**src/rtl/sound_pkg.sv**
```systemverilog
// -----------------------------------------------------------------------------
// sound_pkg
// Constants shared by the Direct Sound FIFO and the direct_sound channel:
//   DS_FIFO_DEPTH / DS_FIFO_WIDTH - FIFO geometry (8 x 32-bit words)
//   DS_SIZE_W                     - width of the occupancy count (0..DEPTH)
//   HALF_LO / HALF_HI / HALF_WORD - encodings of the wr_half byte-lane strobes
// merge_hi() builds the word pushed by a high-halfword write.
// -----------------------------------------------------------------------------
package sound_pkg;

    localparam int DS_FIFO_DEPTH = 8;
    localparam int DS_FIFO_WIDTH = 32;
    localparam int DS_SIZE_W     = $clog2(DS_FIFO_DEPTH) + 1;

    localparam logic [1:0] HALF_NONE = 2'b00;
    localparam logic [1:0] HALF_LO   = 2'b01;
    localparam logic [1:0] HALF_HI   = 2'b10;
    localparam logic [1:0] HALF_WORD = 2'b11;

    // A high-half write completes a word; the low half comes from the held
    // halfword if one is pending, otherwise it is zero.
    function automatic logic [31:0] merge_hi(input logic [15:0] hi,
                                             input logic [15:0] lo,
                                             input logic        lo_valid);
        return {hi, (lo_valid ? lo : 16'h0000)};
    endfunction

endpackage

```
**src/rtl/direct_sound_fifo_if.sv**
```systemverilog
// -----------------------------------------------------------------------------
// direct_sound_fifo_if
// Bundle between the bus/DMA writer + direct_sound reader and the FIFO.
//   master: drives wr_en, wr_half, wr_data, FIFO_re, FIFO_clr
//   slave : the FIFO; drives FIFO_value, FIFO_size, full, empty,
//           overflow, underflow
// Handshake: there is no backpressure. A write is taken on every clock edge
// where wr_en = 1 and is dropped (overflow set) if there is no room; a pop is
// taken on every edge where FIFO_re = 1 and is ignored (underflow set) when
// empty. FIFO_clr overrides both in the same cycle.
// -----------------------------------------------------------------------------
interface direct_sound_fifo_if
    import sound_pkg::*;
#(
    parameter int DEPTH = DS_FIFO_DEPTH,
    parameter int WIDTH = DS_FIFO_WIDTH
) ();
    localparam int SIZE_W = $clog2(DEPTH) + 1;

    logic                wr_en;
    logic [1:0]          wr_half;
    logic [WIDTH-1:0]    wr_data;
    logic                FIFO_re;
    logic                FIFO_clr;
    logic [WIDTH-1:0]    FIFO_value;
    logic [SIZE_W-1:0]   FIFO_size;
    logic                full;
    logic                empty;
    logic                overflow;
    logic                underflow;

    modport master (
        output wr_en, wr_half, wr_data, FIFO_re, FIFO_clr,
        input  FIFO_value, FIFO_size, full, empty, overflow, underflow
    );

    modport slave (
        input  wr_en, wr_half, wr_data, FIFO_re, FIFO_clr,
        output FIFO_value, FIFO_size, full, empty, overflow, underflow
    );
endinterface

```
**src/rtl/ds_fifo_mem.sv**
```systemverilog
// -----------------------------------------------------------------------------
// ds_fifo_mem
// DEPTH x WIDTH register array, synchronous write, asynchronous read.
// Contents are deliberately not reset; validity is tracked by the owner.
//   clock - write clock
//   we, waddr, wdata - write port
//   raddr -> rdata   - combinational read port
// -----------------------------------------------------------------------------
module ds_fifo_mem #(
    parameter int DEPTH = 8,
    parameter int WIDTH = 32
) (
    input  logic                     clock,
    input  logic                     we,
    input  logic [$clog2(DEPTH)-1:0] waddr,
    input  logic [WIDTH-1:0]         wdata,
    input  logic [$clog2(DEPTH)-1:0] raddr,
    output logic [WIDTH-1:0]         rdata
);
    logic [WIDTH-1:0] r_mem [DEPTH];

    always_ff @(posedge clock) begin
        if (we) begin
            r_mem[waddr] <= wdata;
        end
    end

    assign rdata = r_mem[raddr];
endmodule

```
**src/rtl/direct_sound_fifo.sv**
```systemverilog
// -----------------------------------------------------------------------------
// direct_sound_fifo
// Per-channel sample FIFO for Direct Sound A/B. Accepts word or halfword
// writes, stores up to DEPTH words, presents the head word show-ahead.
//   clock, reset - system clock, asynchronous active-high reset
//   bus (slave)  - writes, pop strobe, clear; head value, size and flags out
// All outputs come from registered state only.
// -----------------------------------------------------------------------------
module direct_sound_fifo
    import sound_pkg::*;
#(
    parameter int DEPTH = DS_FIFO_DEPTH,
    parameter int WIDTH = DS_FIFO_WIDTH
) (
    input  logic                clock,
    input  logic                reset,
    direct_sound_fifo_if.slave  bus
);
    localparam int PTR_W  = $clog2(DEPTH);
    localparam int SIZE_W = $clog2(DEPTH) + 1;
    localparam logic [SIZE_W-1:0] FULL_COUNT = SIZE_W'(DEPTH);

    logic [PTR_W-1:0]  r_rd_ptr;
    logic [PTR_W-1:0]  r_wr_ptr;
    logic [SIZE_W-1:0] r_count;
    logic [15:0]       r_hold_lo;
    logic              r_hold_valid;
    logic              r_overflow;
    logic              r_underflow;

    logic              w_empty;
    logic              w_full;
    logic              w_push_req;
    logic              w_push_ok;
    logic              w_pop_ok;
    logic              w_mem_we;
    logic [WIDTH-1:0]  w_push_word;
    logic [WIDTH-1:0]  w_mem_rdata;

    assign w_empty = (r_count == '0);
    assign w_full  = (r_count == FULL_COUNT);

    // Only full-word and high-half writes produce a word; a low-half write
    // just parks its data until the matching high half arrives.
    assign w_push_req  = bus.wr_en && ((bus.wr_half == HALF_WORD) || (bus.wr_half == HALF_HI));
    assign w_push_word = (bus.wr_half == HALF_WORD) ? bus.wr_data
                       : merge_hi(bus.wr_data[31:16], r_hold_lo, r_hold_valid);

    assign w_pop_ok  = bus.FIFO_re && !w_empty;
    // When full, a same-cycle pop frees the slot being written.
    assign w_push_ok = w_push_req && (!w_full || w_pop_ok);
    assign w_mem_we  = w_push_ok && !bus.FIFO_clr;

    ds_fifo_mem #(
        .DEPTH (DEPTH),
        .WIDTH (WIDTH)
    ) u_mem (
        .clock (clock),
        .we    (w_mem_we),
        .waddr (r_wr_ptr),
        .wdata (w_push_word),
        .raddr (r_rd_ptr),
        .rdata (w_mem_rdata)
    );

    always_ff @(posedge clock or posedge reset) begin
        if (reset) begin
            r_rd_ptr     <= '0;
            r_wr_ptr     <= '0;
            r_count      <= '0;
            r_hold_lo    <= '0;
            r_hold_valid <= 1'b0;
            r_overflow   <= 1'b0;
            r_underflow  <= 1'b0;
        end else if (bus.FIFO_clr) begin
            // Clear wins over everything in the same cycle; array is left as is.
            r_rd_ptr     <= '0;
            r_wr_ptr     <= '0;
            r_count      <= '0;
            r_hold_valid <= 1'b0;
            r_overflow   <= 1'b0;
            r_underflow  <= 1'b0;
        end else begin
            if (bus.wr_en && (bus.wr_half == HALF_LO)) begin
                r_hold_lo    <= bus.wr_data[15:0];
                r_hold_valid <= 1'b1;
            end else if (bus.wr_en && (bus.wr_half == HALF_HI)) begin
                // Consumed even if the merged word is dropped for lack of room.
                r_hold_valid <= 1'b0;
            end

            if (w_push_ok) begin
                r_wr_ptr <= r_wr_ptr + PTR_W'(1);
            end
            if (w_pop_ok) begin
                r_rd_ptr <= r_rd_ptr + PTR_W'(1);
            end
            r_count <= r_count + SIZE_W'(w_push_ok) - SIZE_W'(w_pop_ok);

            if (w_push_req && !w_push_ok) begin
                r_overflow <= 1'b1;
            end
            if (bus.FIFO_re && w_empty) begin
                r_underflow <= 1'b1;
            end
        end
    end

    assign bus.FIFO_value = w_empty ? '0 : w_mem_rdata;
    assign bus.FIFO_size  = r_count;
    assign bus.full       = w_full;
    assign bus.empty      = w_empty;
    assign bus.overflow   = r_overflow;
    assign bus.underflow  = r_underflow;
endmodule

```
**src/flat_wrapper.sv**
```systemverilog
// flat-port wrapper written by rule: the top's interface ports become plain ports
module direct_sound_fifo_flat import sound_pkg::*;
#(
    parameter int DEPTH = DS_FIFO_DEPTH,
    parameter int WIDTH = DS_FIFO_WIDTH
)
  (clock, reset, bus_wr_en, bus_wr_half, bus_wr_data, bus_FIFO_re, bus_FIFO_clr, bus_FIFO_value, bus_FIFO_size, bus_full, bus_empty, bus_overflow, bus_underflow);
  direct_sound_fifo_if #(.DEPTH(DEPTH), .WIDTH(WIDTH)) bus_i ();
  input  logic clock;
  input  logic reset;
  input wire logic [$bits(bus_i.wr_en)-1:0] bus_wr_en;
  input wire logic [$bits(bus_i.wr_half)-1:0] bus_wr_half;
  input wire logic [$bits(bus_i.wr_data)-1:0] bus_wr_data;
  input wire logic [$bits(bus_i.FIFO_re)-1:0] bus_FIFO_re;
  input wire logic [$bits(bus_i.FIFO_clr)-1:0] bus_FIFO_clr;
  output wire logic [$bits(bus_i.FIFO_value)-1:0] bus_FIFO_value;
  output wire logic [$bits(bus_i.FIFO_size)-1:0] bus_FIFO_size;
  output wire logic [$bits(bus_i.full)-1:0] bus_full;
  output wire logic [$bits(bus_i.empty)-1:0] bus_empty;
  output wire logic [$bits(bus_i.overflow)-1:0] bus_overflow;
  output wire logic [$bits(bus_i.underflow)-1:0] bus_underflow;
  assign bus_i.wr_en = bus_wr_en;
  assign bus_i.wr_half = bus_wr_half;
  assign bus_i.wr_data = bus_wr_data;
  assign bus_i.FIFO_re = bus_FIFO_re;
  assign bus_i.FIFO_clr = bus_FIFO_clr;
  assign bus_FIFO_value = bus_i.FIFO_value;
  assign bus_FIFO_size = bus_i.FIFO_size;
  assign bus_full = bus_i.full;
  assign bus_empty = bus_i.empty;
  assign bus_overflow = bus_i.overflow;
  assign bus_underflow = bus_i.underflow;
  direct_sound_fifo #(.DEPTH(DEPTH), .WIDTH(WIDTH)) u_core (.clock(clock), .reset(reset), .bus(bus_i));
endmodule
```
**config.mk**
```make
export PLATFORM = sky130hd
export DESIGN_NAME = direct_sound_fifo_flat
export DESIGN_NICKNAME = d
export VERILOG_FILES = /design/src/rtl/sound_pkg.sv /design/src/rtl/direct_sound_fifo_if.sv /design/src/rtl/ds_fifo_mem.sv /design/src/rtl/direct_sound_fifo.sv /design/src/flat_wrapper.sv
export SDC_FILE = /design/constraint.sdc
export NUM_CORES = 1
export LEC_CHECK = 0
export CORE_MARGIN = 2
export CORE_UTILIZATION = 30
export DETAILED_ROUTE_END_ITERATION = 12
export HOLD_SLACK_MARGIN = 0.08
export SLEW_MARGIN = 20
export SYNTH_ARGS = -nofsm -noshare
export SYNTH_HDL_FRONTEND = slang
export SYNTH_HIERARCHICAL = 1
export SYNTH_SLANG_ARGS = --single-unit
```
**constraint.sdc**
```tcl
create_clock -name clock -period 4.9 [get_ports clock]
set_input_delay 1.225 -clock clock [delete_from_list [all_inputs] [get_ports clock]]
set_output_delay 1.225 -clock clock [all_outputs]
set_load 0.005 [all_outputs]
```
### Word level (Yosys, flattened, before mapping)

Memory sizes are Yosys's and may differ from the RTL's.
Index checks and enable logic that the tools add are counted.

| operators by class | value |
|---|---|
| add/subtract/negate cells | 4 |
| eq/ne operators | 4 |
| multiplexer cells | 17 |
| bitwise operators | 1 |
| reduce and logical (&&, ||, !) cells | 21 |

Operator list:

| operator | number |
|---|---|
| $mux 16 | 2 |
| $mux 32 | 1 |
| $mux 3 | 4 |
| $mux 1 | 9 |
| $logic_and 1x1->1 | 8 |
| $reduce_bool 2->1 | 4 |
| $add 3x1->3 const B | 2 |
| $add 4x1->4 | 1 |
| $eq 2x2->1 const B | 2 |
| $eq 4x4->1 const B | 1 |
| $logic_not 1->1 | 4 |
| $logic_not 4->1 | 1 |
| $mux 4 | 1 |
| $sub 4x1->4 | 1 |
| $reduce_bool 3->1 | 1 |
| $eq 2x1->1 const B | 1 |
| $logic_or 1x1->1 | 2 |
| $reduce_and 2->1 | 1 |
| $not 1->1 | 1 |

| word-level totals | value |
|---|---|
| flip-flop bits (word level) | 29 |
| bits in writable memories | 256 |
| input port bits | 39 |
| memories | 1 |

Memories:

| memory | words | width | read ports | clocked after Yosys merged registers in | write ports | line | text |
|---|---|---|---|---|---|---|---|
| u_core.u_mem.r_mem | 8 | 32 | 1 | 0 | 1 | ds_fifo_mem.sv:20 | `logic [WIDTH-1:0] r_mem [DEPTH];` |

### Depth between registers and ports, before layout

| depth | value |
|---|---|
| depth after elaboration | 9 |
| mapped depth | 10 |
| mapped depth without buffers | 9 |

### By module

The synthesis kept the hierarchy.

By module, submodules not included:

| module | times used | cells an instance | area an instance (sq um) | sequential area each (sq um) |
|---|---|---|---|---|
| ds_fifo_mem | 1 | 383 | 9,825.7 | 7,687.4 |
| direct_sound_fifo | 1 | 202 | 1,871.8 | 725.7 |

### Least setup slack after synthesis

No wires, ideal clock.

| timing | value |
|---|---|
| kind | input-to-reg |
| start | input bus_FIFO_re |
| end | memory u_core.u_mem.r_mem[0][0], enable pin |
| library setup time | 461 ps |
| data arrival time | 4,098 ps |
| data required time | 4,439 ps |
| setup slack | 341 ps |
| cell stages on the path | 5 |
| path through | nand2b_1 a21oi_1 nor2b_1 nand2b_1 nor3_1 |

| on the way | value |
|---|---|
| longest elaborated chain between the ends | 6 |

RTL lines:

| item | line | text |
|---|---|---|
| start, declared | flat_wrapper.sv:14 | `input wire logic [$bits(bus_i.FIFO_re)-1:0] bus_FIFO_re;` |
| $logic_and 1x1->1 | direct_sound_fifo.sv:49 | `assign w_pop_ok = bus.FIFO_re && !w_empty;` |
| $logic_or 1x1->1 | direct_sound_fifo.sv:51 | `assign w_push_ok = w_push_req && (!w_full \|\| w_pop_ok);` |
| $logic_and 1x1->1 | direct_sound_fifo.sv:51 |  |
| $logic_and 1x1->1 | direct_sound_fifo.sv:52 | `assign w_mem_we = w_push_ok && !bus.FIFO_clr;` |
| named net u_core.w_mem_we | direct_sound_fifo.sv:36 | `logic w_mem_we;` |
| $mux 1 | ds_fifo_mem.sv:23 | `if (we) begin` |
| $mux 1 (not written as such) | ds_fifo_mem.sv:24 | `r_mem[waddr] <= wdata;` |
| end, declared | ds_fifo_mem.sv:20 |  |

The timed path passes the listed nets, and every way through them passes these cells.

### Final worst setup path

| timing | value |
|---|---|
| start | register u_core.r_rd_ptr[0] |
| end | output bus_FIFO_value[2] |

| on the way | value |
|---|---|
| longest elaborated chain between the ends | 2 |

RTL lines:

| item | line | text |
|---|---|---|
| start, declared | direct_sound_fifo.sv:23 | `logic [PTR_W-1:0] r_rd_ptr;` |
| start signal, assigned | direct_sound_fifo.sv:96 | `r_rd_ptr <= r_rd_ptr + PTR_W'(1);` |
| $mem_v2 8x32 | n/a |  |
| named net u_core.w_mem_rdata[2] | direct_sound_fifo.sv:38 | `logic [WIDTH-1:0] w_mem_rdata;` |
| $mux 32 | direct_sound_fifo.sv:109 | `assign bus.FIFO_value = w_empty ? '0 : w_mem_rdata;` |
| end, declared | flat_wrapper.sv:16 | `output wire logic [$bits(bus_i.FIFO_value)-1:0] bus_FIFO_value;` |

The timed path passes the listed nets, and every way through them passes these cells.

==> flow_metrics.tcl <==
set metrics [dict create \
    antenna_found_initial 0 \
    yosys.area_share.simple 0.0481 \
    start_util 0.303 \
    pre_cts_slack_ps 766 \
    io_pins 79 \
    grt_pass1_wl_um 36700 \
    clockRootBuffer "clkbuf_16" \
    synth_flop_cell "edfxtp_1" \
    first_pass_iters 4 \
    gp_congestion 0.666 \
    synth_area_per_cell_um2 20.0 \
    fillers 3648 \
    cts.htree.levels 1 \
    finalWirelength_um 23900 \
    synthCells 585 \
    hold_start "u_core/bus.overflow" \
    critPathMaxStageDelay_ps 940 \
    final-hold-violation-count 0 \
    ys_top_cells_by_count "edfxtp_1, mux2_2, mux4_1" \
    design.die.area_mm2 0.0406 \
    cts.clk_slew.worst_paths_ps 60 \
    drt_iter0_drc 473 \
    route.detailed.drc 0 \
    totalPowerFinal_w 0.00626 \
    utilization 0.366 \
    ir_worst_vdd_mv 0.258 \
    fin_cells 1225 \
    viasPerCell 4.59 \
    slowest_stage "dfrtp_4" \
    cts-buffers-inserted 29 \
    cts_buffer_depth 3 \
    grt_pass1_vias 6032 \
    cp.depth 5 \
    worstReg2RegEnd "u_core/u_mem/r_mem[6][21]" \
    power_leakage_nw 4.61 \
    drive_above_1_share 0.216 \
    arrival_ps 3320 \
    clock_skew_ps 8.13 \
    post-dp-hpwl_um 14400 \
    setup_slack_ps 351 \
    yosysTopAreaCell "edfxtp_1" \
    yosysMostFrequentCell "edfxtp_1" \
    layout.nets 732 \
    vias 5620 \
    r2r_cells 8 \
    rrSetupSlack_ps 1970 \
    synth_fp_nets 632 \
    crit_path_max_fanout 42 \
    cts_hold_buf 0 \
    hold_depth 2 \
    ant_nets 0 \
    grt_max_degree 43 \
    placementRows 72 \
    ys_ff_latch 285 \
    synth_edf_count 256 \
    finalSetupViolations 0 \
    dieWidth_um 201 \
    p_per_area_mw_per_mm2 444 \
    cts_setup_buffers 0 \
    outcome "complete, no violations" \
    final.period_utilization 0.928 \
    r2r-start "u_core/bus.FIFO_size[2]" \
    grt_use_total 0.119 \
    yosys-top-cells-area "edfxtp_1, mux4_1, dfrtp_1" \
    synthArstFlopShare 0.102 \
    coreArea_mm2 0.0386 \
    synth_compound_area_frac 0.0137 \
    wire_per_inst_um 19.5 \
    max-cap-violations 0 \
    synth_xor_area_frac 0.000749 \
    crit_path_start_kind "flop" \
    clock-sinks 285 \
    synth_top_family_by_area "multiplexers" \
    grt_overflow 0 \
    rsz0062_at_grt "no" \
    path_delay_family "flip-flops" \
    fmax_mhz 220 \
    synth_mux_area_frac 0.190 \
    worst_setup_path_end_kind "output port" \
    path_buf_inv 2 \
    synth_cell_types 39 \
    dp.cells 1172 \
    tightest_slew_ps 1170 \
    syn_area_mm2 0.0117 \
    min_period_ps 4550 \
    syn2layout_area_growth_pct 20.6 \
    cts_resized 0 \
    clock_latency_ps 540 \
    worst_ep_required_time_ps 3670 \
    cts_tree "built" \
    finalMaxSlewViolations 0 \
    tns_ps 0 \
    cp_cell_sequence "buf_4 -> mux4_1 -> mux2_2 -> and2_1 -> clkdlybuf4s50_1" \
    synth_warnings 6 \
    crit_type "flop to output port" \
    min_to "u_core/bus.overflow" \
    synthAdderAreaFrac 0.00920 \
    ys_seq_area_frac 0.719 \
    synth.top_cell.area_share 0.657 \
    n_antenna_cell 0 \
    portBuffers 78 \
    worstHoldPathType "flop to flop" \
    die_height_um 201 \
    slew_headroom 0.210 \
]
## placed cells by master, fill, tap and decap left out, types with 4 or more instances in the layout
| cell | n |
|---|---|
| edfxtp_1 | 256 |
| clkdlybuf4s50_1 | 78 |
| mux2_2 | 42 |
| mux4_1 | 40 |
| nand2_1 | 36 |
| and2_1 | 32 |
| clkbuf_16 | 29 |
| dfrtp_1 | 26 |
| mux4_2 | 24 |
| buf_4 | 20 |
| o21ai_0 | 15 |
| mux2_4 | 10 |
| clkbuf_1 | 9 |
| nor2_1 | 8 |
| a21oi_1 | 7 |
| nor2b_1 | 7 |
| ha_1 | 7 |
| nand2b_1 | 6 |
| nor2_4 | 6 |
| inv_1 | 5 |
| clkinv_1 | 4 |
| nand3_1 | 4 |
## final cells by class
| type | count | area, um^2 | share of cell area |
|---|---|---|---|
| inverters | 6 | 22.5 | 0.00160 |
| clock inverters | 14 | 151 | 0.0107 |
| clock buffers | 39 | 773 | 0.0548 |
| well taps | 518 | 648 | 0.0460 |
| flip-flops and latches | 285 | 8420 | 0.597 |
| repair buffers | 100 | 971 | 0.0688 |
| multi-input cells | 263 | 3120 | 0.221 |
## worst max-delay path by stage
| stage | end | start | slack, ps |
|---|---|---|---|
| after floorplan | u_core/u_mem/r_mem[0][0] | bus_FIFO_re | 340 |
| after global placement | u_core/u_mem/r_mem[6][24] | bus_FIFO_re | 750 |
| after detailed placement | u_core/u_mem/r_mem[6][24] | bus_FIFO_re | 770 |
| after CTS | bus_FIFO_value[2] | u_core/r_rd_ptr[0] | 250 |
| after global routing | bus_FIFO_value[2] | u_core/r_rd_ptr[0] | 130 |
| final | bus_FIFO_value[2] | u_core/r_rd_ptr[0] | 350 |
## flip-flops by register name, indices dropped and copies added, names as in the netlist
name	cells
u_core/r_hold_lo	16
u_core/r_hold_valid	1
u_core/bus.FIFO_size	4
u_core/bus.underflow	1
u_core/bus.overflow	1
u_core/r_rd_ptr	3
u_core/u_mem/r_mem	256
u_core/r_wr_ptr	3
## cell families after synthesis
group	count (synthesis)
AO/OA/AOI/OAI	29
multiplexers	117
buffers and inverters	37
adder cells (fa/ha/maj)	8
XOR/XNOR	1
AND/OR/NAND/NOR	108
flip-flops	285
## routing by layer
metal / wire length, um / global-route usage / up-vias
li1: - / - / 2551
met1: 11400 / 0.167 / 2915
met2: 11200 / 0.192 / 122
met3: 851 / 0.0193 / 32
met4: 437 / 0.0310 / 0
met5: 0 / 0 / -
## report_power, final
part	switching, W	leakage [nW]	internal, W
combinational	0.000494	1.48	0.000768
sequential	0.000131	2.69	0.00274
clock	0.000874	0.441	0.00126
## worst min-delay path, cell delays in order (launching register included)
cell and delay [ps]:
dfrtp_1 350, a41oi_1 50, nor2_1 70
## per-stage QoR
step / cell area [um^2] / hold WS (ps)
final: 14100 / 504
after global routing: 14100 / 524
after CTS: 14100 / 511
after detailed placement: 13200 / 492
after global placement: 13200 / 487
after floorplan: 11700 / 481
(Power assumes the default switching activity.)
